===== src/rtl/pc_stack_unit.sv =====
// Program counter with an integrated circular return stack and sticky overflow/underflow flags.
// Latency: every op is applied at the sampling edge and shows on pc_out/stack_level_out one cycle later.
// Backpressure: none; the decoder stalls the PC with HOLD (or the reserved op 3'b111).
// Optional feature macro: PC_STACK_TRAP_EN (stack faults redirect the PC to TRAP_VEC).
module pc_stack_unit #(
  parameter int              PC_W        = 12,
  parameter int              STACK_DEPTH = 8,
  parameter logic [PC_W-1:0] RESET_VEC   = 'h000,
  parameter logic [PC_W-1:0] TRAP_VEC    = 'h004
) (
  input  logic                               clk_in,
  input  logic                               reset_in,
  input  logic [2:0]                         op_in,
  input  logic [PC_W-1:0]                    jump_addr_in,
  input  logic [PC_W-1:0]                    pcl_mod_in,
  input  logic                               flag_clr_in,
  output logic [PC_W-1:0]                    pc_out,
  output logic [$clog2(STACK_DEPTH+1)-1:0]   stack_level_out,
  output logic                               stack_ovf_out,
  output logic                               stack_unf_out,
  output logic                               trap_out
);

  localparam int LVL_W = $clog2(STACK_DEPTH + 1);
  localparam int PTR_W = $clog2(STACK_DEPTH);

`ifdef PC_STACK_TRAP_EN
  localparam bit TRAP_EN = 1'b1;
`else
  localparam bit TRAP_EN = 1'b0;
`endif

  localparam logic [2:0] OP_HOLD = 3'b000;
  localparam logic [2:0] OP_INC  = 3'b001;
  localparam logic [2:0] OP_JUMP = 3'b010;
  localparam logic [2:0] OP_CALL = 3'b011;
  localparam logic [2:0] OP_RET  = 3'b100;
  localparam logic [2:0] OP_PCL  = 3'b101;
  localparam logic [2:0] OP_SKIP = 3'b110;

  logic [PC_W-1:0]  pc_q, pc_d;
  logic [LVL_W-1:0] lvl_q, lvl_d;
  logic [PTR_W-1:0] ptr_q, ptr_d;
  logic             ovf_q, ovf_d;
  logic             unf_q, unf_d;
  logic             trap_q, trap_d;
  logic             push_en;
  logic             ovf_set, unf_set;
  logic [PC_W-1:0]  stack_q [STACK_DEPTH];

  logic             full, empty;
  logic [PC_W-1:0]  pc_inc, pc_skip, top_val;
  logic [PTR_W-1:0] ptr_inc, ptr_dec;

  assign full    = (lvl_q == LVL_W'(STACK_DEPTH));
  assign empty   = (lvl_q == '0);
  assign pc_inc  = pc_q + PC_W'(1);
  assign pc_skip = pc_q + PC_W'(2);
  // Pointer arithmetic is modulo the stack depth, which need not be a power of two.
  assign ptr_inc = (ptr_q == PTR_W'(STACK_DEPTH - 1)) ? '0 : ptr_q + PTR_W'(1);
  assign ptr_dec = (ptr_q == '0) ? PTR_W'(STACK_DEPTH - 1) : ptr_q - PTR_W'(1);
  // Combinational read so a RET right after a CALL sees the freshly written entry.
  assign top_val = stack_q[ptr_dec];

  // Next-state decode of the PC operation, stack pointer/level and fault detection.
  always_comb begin
    pc_d    = pc_q;
    lvl_d   = lvl_q;
    ptr_d   = ptr_q;
    push_en = 1'b0;
    ovf_set = 1'b0;
    unf_set = 1'b0;
    trap_d  = 1'b0;
    case (op_in)
      OP_INC:  pc_d = pc_inc;
      OP_JUMP: pc_d = jump_addr_in;
      OP_PCL:  pc_d = pcl_mod_in;
      OP_SKIP: pc_d = pc_skip;
      OP_CALL: begin
        ovf_set = full;
        if (TRAP_EN && full) begin
          pc_d   = TRAP_VEC;
          trap_d = 1'b1;
        end else begin
          // Without trapping, a full stack silently overwrites its oldest entry.
          push_en = 1'b1;
          ptr_d   = ptr_inc;
          lvl_d   = full ? lvl_q : lvl_q + LVL_W'(1);
          pc_d    = jump_addr_in;
        end
      end
      OP_RET: begin
        unf_set = empty;
        if (TRAP_EN && empty) begin
          pc_d   = TRAP_VEC;
          trap_d = 1'b1;
        end else begin
          // Without trapping, an empty pop returns stale data and still moves the pointer.
          pc_d  = top_val;
          ptr_d = ptr_dec;
          lvl_d = empty ? lvl_q : lvl_q - LVL_W'(1);
        end
      end
      OP_HOLD: pc_d = pc_q;
      default: pc_d = pc_q;
    endcase
    // A new fault wins over a simultaneous clear.
    ovf_d = ovf_set | (ovf_q & ~flag_clr_in);
    unf_d = unf_set | (unf_q & ~flag_clr_in);
  end

  // Architectural state register with asynchronous reset.
  always_ff @(posedge clk_in or posedge reset_in) begin
    if (reset_in) begin
      pc_q   <= RESET_VEC;
      lvl_q  <= '0;
      ptr_q  <= '0;
      ovf_q  <= 1'b0;
      unf_q  <= 1'b0;
      trap_q <= 1'b0;
    end else begin
      pc_q   <= pc_d;
      lvl_q  <= lvl_d;
      ptr_q  <= ptr_d;
      ovf_q  <= ovf_d;
      unf_q  <= unf_d;
      trap_q <= trap_d;
    end
  end

  // Return-address storage; contents are don't-care after reset so it has none.
  always_ff @(posedge clk_in) begin
    if (push_en) stack_q[ptr_q] <= pc_inc;
  end

  assign pc_out          = pc_q;
  assign stack_level_out = lvl_q;
  assign stack_ovf_out   = ovf_q;
  assign stack_unf_out   = unf_q;
  assign trap_out        = TRAP_EN ? trap_q : 1'b0;

endmodule

===== config.mk =====
export PLATFORM = sky130hd
export DESIGN_NAME = pc_stack_unit
export DESIGN_NICKNAME = d
export VERILOG_FILES = /design/src/rtl/pc_stack_unit.sv
export SDC_FILE = /design/constraint.sdc
export NUM_CORES = 1
export LEC_CHECK = 0
export CAP_MARGIN = 30
export CORE_ASPECT_RATIO = 1.2
export CORE_UTILIZATION = 45
export CTS_BUF_LIST = sky130_fd_sc_hd__clkbuf_8
export CTS_CLUSTER_DIAMETER = 100
export DETAILED_ROUTE_END_ITERATION = 8
export DONT_BUFFER_PORTS = 1
export SYNTH_ARGS = -nofsm -noshare
export SYNTH_HDL_FRONTEND = slang
export SYNTH_SLANG_ARGS = --single-unit

===== constraint.sdc =====
create_clock -name clk_in -period 3.88 [get_ports clk_in]
set_input_delay 0.776 -clock clk_in [delete_from_list [all_inputs] [get_ports clk_in]]
set_output_delay 0.776 -clock clk_in [all_outputs]
set_load 0.02 [all_outputs]

==> flow_summary.json <==
{
  "netlist_area_um2": 5624,
  "wirelength_um": 12920,
  "crit_arrival_ns": 3.13,
  "drive_gt1_share_pct": 14.13,
  "drc_errors": 0,
  "rr_worst_depth": 9,
  "cts_buffers": 17,
  "die-area_um2": 12950,
  "antenna_left": 0,
  "synth_edf_count": 96,
  "viasPerCell": 5.903,
  "port_buffers": 0,
  "r2r_slack_ns": 1.07,
  "grt_pass1_wl_um": 20470,
  "dr.pass1.iters": 5,
  "clk_pin_slew_worst_paths_ns": 0.07,
  "cts_root_buf": "clkbuf_8",
  "routedWlPerCell_um": 20.80,
  "rsz0062_at_grt": "no",
  "pin_count": 49,
  "yosys.area.top_type": "edfxtp_1",
  "ir_drop_mv": 0.2993,
  "synth_cells": 446,
  "cts_buffer_depth": 2,
  "cts_tree": "built",
  "antenna_found_initial": 0,
  "critPathRequiredTime_ns": 4.20,
  "r2r-end": "pc_out[5]",
  "synth.distinct_cells": 60,
  "ys_warn_count": 0,
  "cts-htree-levels": 4,
  "post_cts_buffers": 0,
  "drt_iter0_drc": 374,
  "yosysMostFrequentCell": "edfxtp_1",
  "setup_viol": 0,
  "startpoint": "ptr_q[1]",
  "std_cell_rows": 44,
  "start_kind": "register",
  "cp-end-kind": "register",
  "async_reset_ff_share_pct": 17.95,
  "avgSynthCellArea_um2": 12.61,
  "period_needed_ns": 2.806,
  "num_vias": 3666,
  "max_slew_margin_pct": 36.31,
  "start_util_pct": 46.23,
  "skew_ns": 0.009293,
  "critPathCapture": "pc_out[5]",
  "drv_slew": 0,
  "synth-seq-cells": 117,
  "area_delta_synth_final_pct": 9.900,
  "synth_flop_cell": "edfxtp_1",
  "fillers": 1018,
  "powerDensity_nw_per_um2": 713.0,
  "max_cap_viol_count": 0,
  "outcome": "finished, final reports clean",
  "numClockSinks": 117,
  "die_h_um": 124.5,
  "hpwl_um": 8718,
  "nets": 487,
  "insertedDiodeCount": 0,
  "grt_max_degree": 40,
  "crit_type": "reg -> reg",
  "hold_viol": 0,
  "clock_latency_ns": 0.42,
  "fmax_mhz": 356.3,
  "synthTopCellsByArea": "edfxtp_1, dfrtp_1, mux2i_1",
  "ys_seq_area_share_pct": 60.60,
  "grt_usage_pct": 21.15,
  "postCtsHoldBufs": 0,
  "setup_slack_ns": 1.074,
  "netlist_top_cells_count": "edfxtp_1, nor2_1, a21oi_1, nand2_1, dfrtp_1",
  "cts_resized": 0,
  "period_share_pct": 72.33,
  "crit_fanout": 13,
  "syn_nets": 485,
  "grt_overflow_total": 0,
  "place_ws_ns": 1.118,
  "synth_top_area_share_pct": 51.26,
  "fp.coreArea_um2": 12170,
  "routabilityCongestion": 0.8282,
  "tightestPinTransition_ns": 0.9454,
  "final.setup.tns_ns": 0,
  "p_leak_nw": 2.175,
  "crit-reg2reg-launch": "ptr_q[1]",
  "hp-class": "in -> async",
  "grt_pass1_vias": 3637,
  "die_x_um": 104.1
}
## where the power goes
part / switching (W) / leakage [nW] / internal [W]
combinational: 0.000909 / 0.855 / 0.000559
sequential: 0.000253 / 1.11 / 0.00161
clock: 0.000463 / 0.206 / 0.000616
total: 0.00163 / 2.17 / 0.00278
## through the flow
step                instances  instance area, um2  hold slack (ns)  util [%]  total power, W
CTS                       621                6181           0.4399     50.80        0.004419
finish                    621                6181           0.4232     50.80        0.004407
floorplan                 446                5624           0.5221         -        0.002957
global placement          590                5801           0.5971     47.68        0.003309
detailed placement        590                5801           0.6184     47.68        0.003339
global route              621                6181           0.4583     50.80        0.004650
## critical path: stages (launching register included)
cell       delay (ns)
dfrtp_1          0.46
inv_1            0.11
ha_1             0.15
ha_1             0.24
nand2b_1         0.62
buf_4            0.31
o22ai_1          0.11
a2111oi_2        0.43
o32ai_1          0.15
o311ai_1         0.10
## cells in the final DEF (no fill, tap or decap), types with 6 or more instances in the layout
cell type  Yosys  routed
o211ai_1       8       8
a221oi_1      10      10
nor2_1        31      31
a211oi_1       8       8
o21ai_0       10      10
edfxtp_1      96      96
xor2_1        10      10
mux4_2         6       6
o22ai_1       11      11
nor3_1        11       7
dfrtp_1       21      21
mux2_2         7       7
buf_4          2      13
nand3_1       12      12
clkbuf_8       0      17
a21oi_1       27      27
xnor2_1       10      10
nand2_1       25      25
mux2i_1       17      17
inv_1         17      20
ha_1           8       8
nor2b_1       12      12
## area by class of cell
| type | count | area [um2] | area share, % |
|---|---|---|---|
| Sequential cell | 117 | 3408 | 55.14 |
| Inverter | 20 | 90.09 | 1.457 |
| Timing Repair Buffer | 13 | 97.59 | 1.579 |
| Tap cell | 161 | 201.4 | 3.259 |
| Clock inverter | 14 | 146.4 | 2.368 |
| Multi-Input combinational cell | 279 | 2003 | 32.41 |
| Clock buffer | 17 | 234.0 | 3.785 |
## metal layers
metal / track usage, % / share of wire (%) / wire, um
met1: 27.85 / 45 / 5857
met2: 34.31 / 49 / 6321
met3: 4.605 / 4.3 / 560
met4: 7.899 / 1.4 / 180
met5: 0 / 0 / 0
## worst min path at each step
stage / end / slack [ns]
final: pc_out[7] / 0.42
after global routing: pc_out[8] / 0.46
after CTS: stack_ovf_out / 0.44
after detailed placement: pc_out[4] / 0.62
after global placement: pc_out[4] / 0.60
after floorplan: pc_out[4] / 0.52
## registers in the layout, summed over array words and instances, names as in the netlist
signal / cells
stack_unf_out: 1
stack_level_out: 4
ptr_q: 3
stack_q: 96
pc_out: 12
stack_ovf_out: 1
## cell families after synthesis
family | Yosys count | share of synthesized area, %
XOR/XNOR | 20 | 3.114
buffers and inverters | 50 | 4.249
other | 1 | 0.06668
multiplexers | 30 | 6.830
flip-flops | 117 | 60.60
AND/OR/NAND/NOR | 104 | 8.810
adder cells (fa/ha/maj) | 9 | 2.136
AO/OA/AOI/OAI | 115 | 14.19
Power figures use the tool's default switching activity.
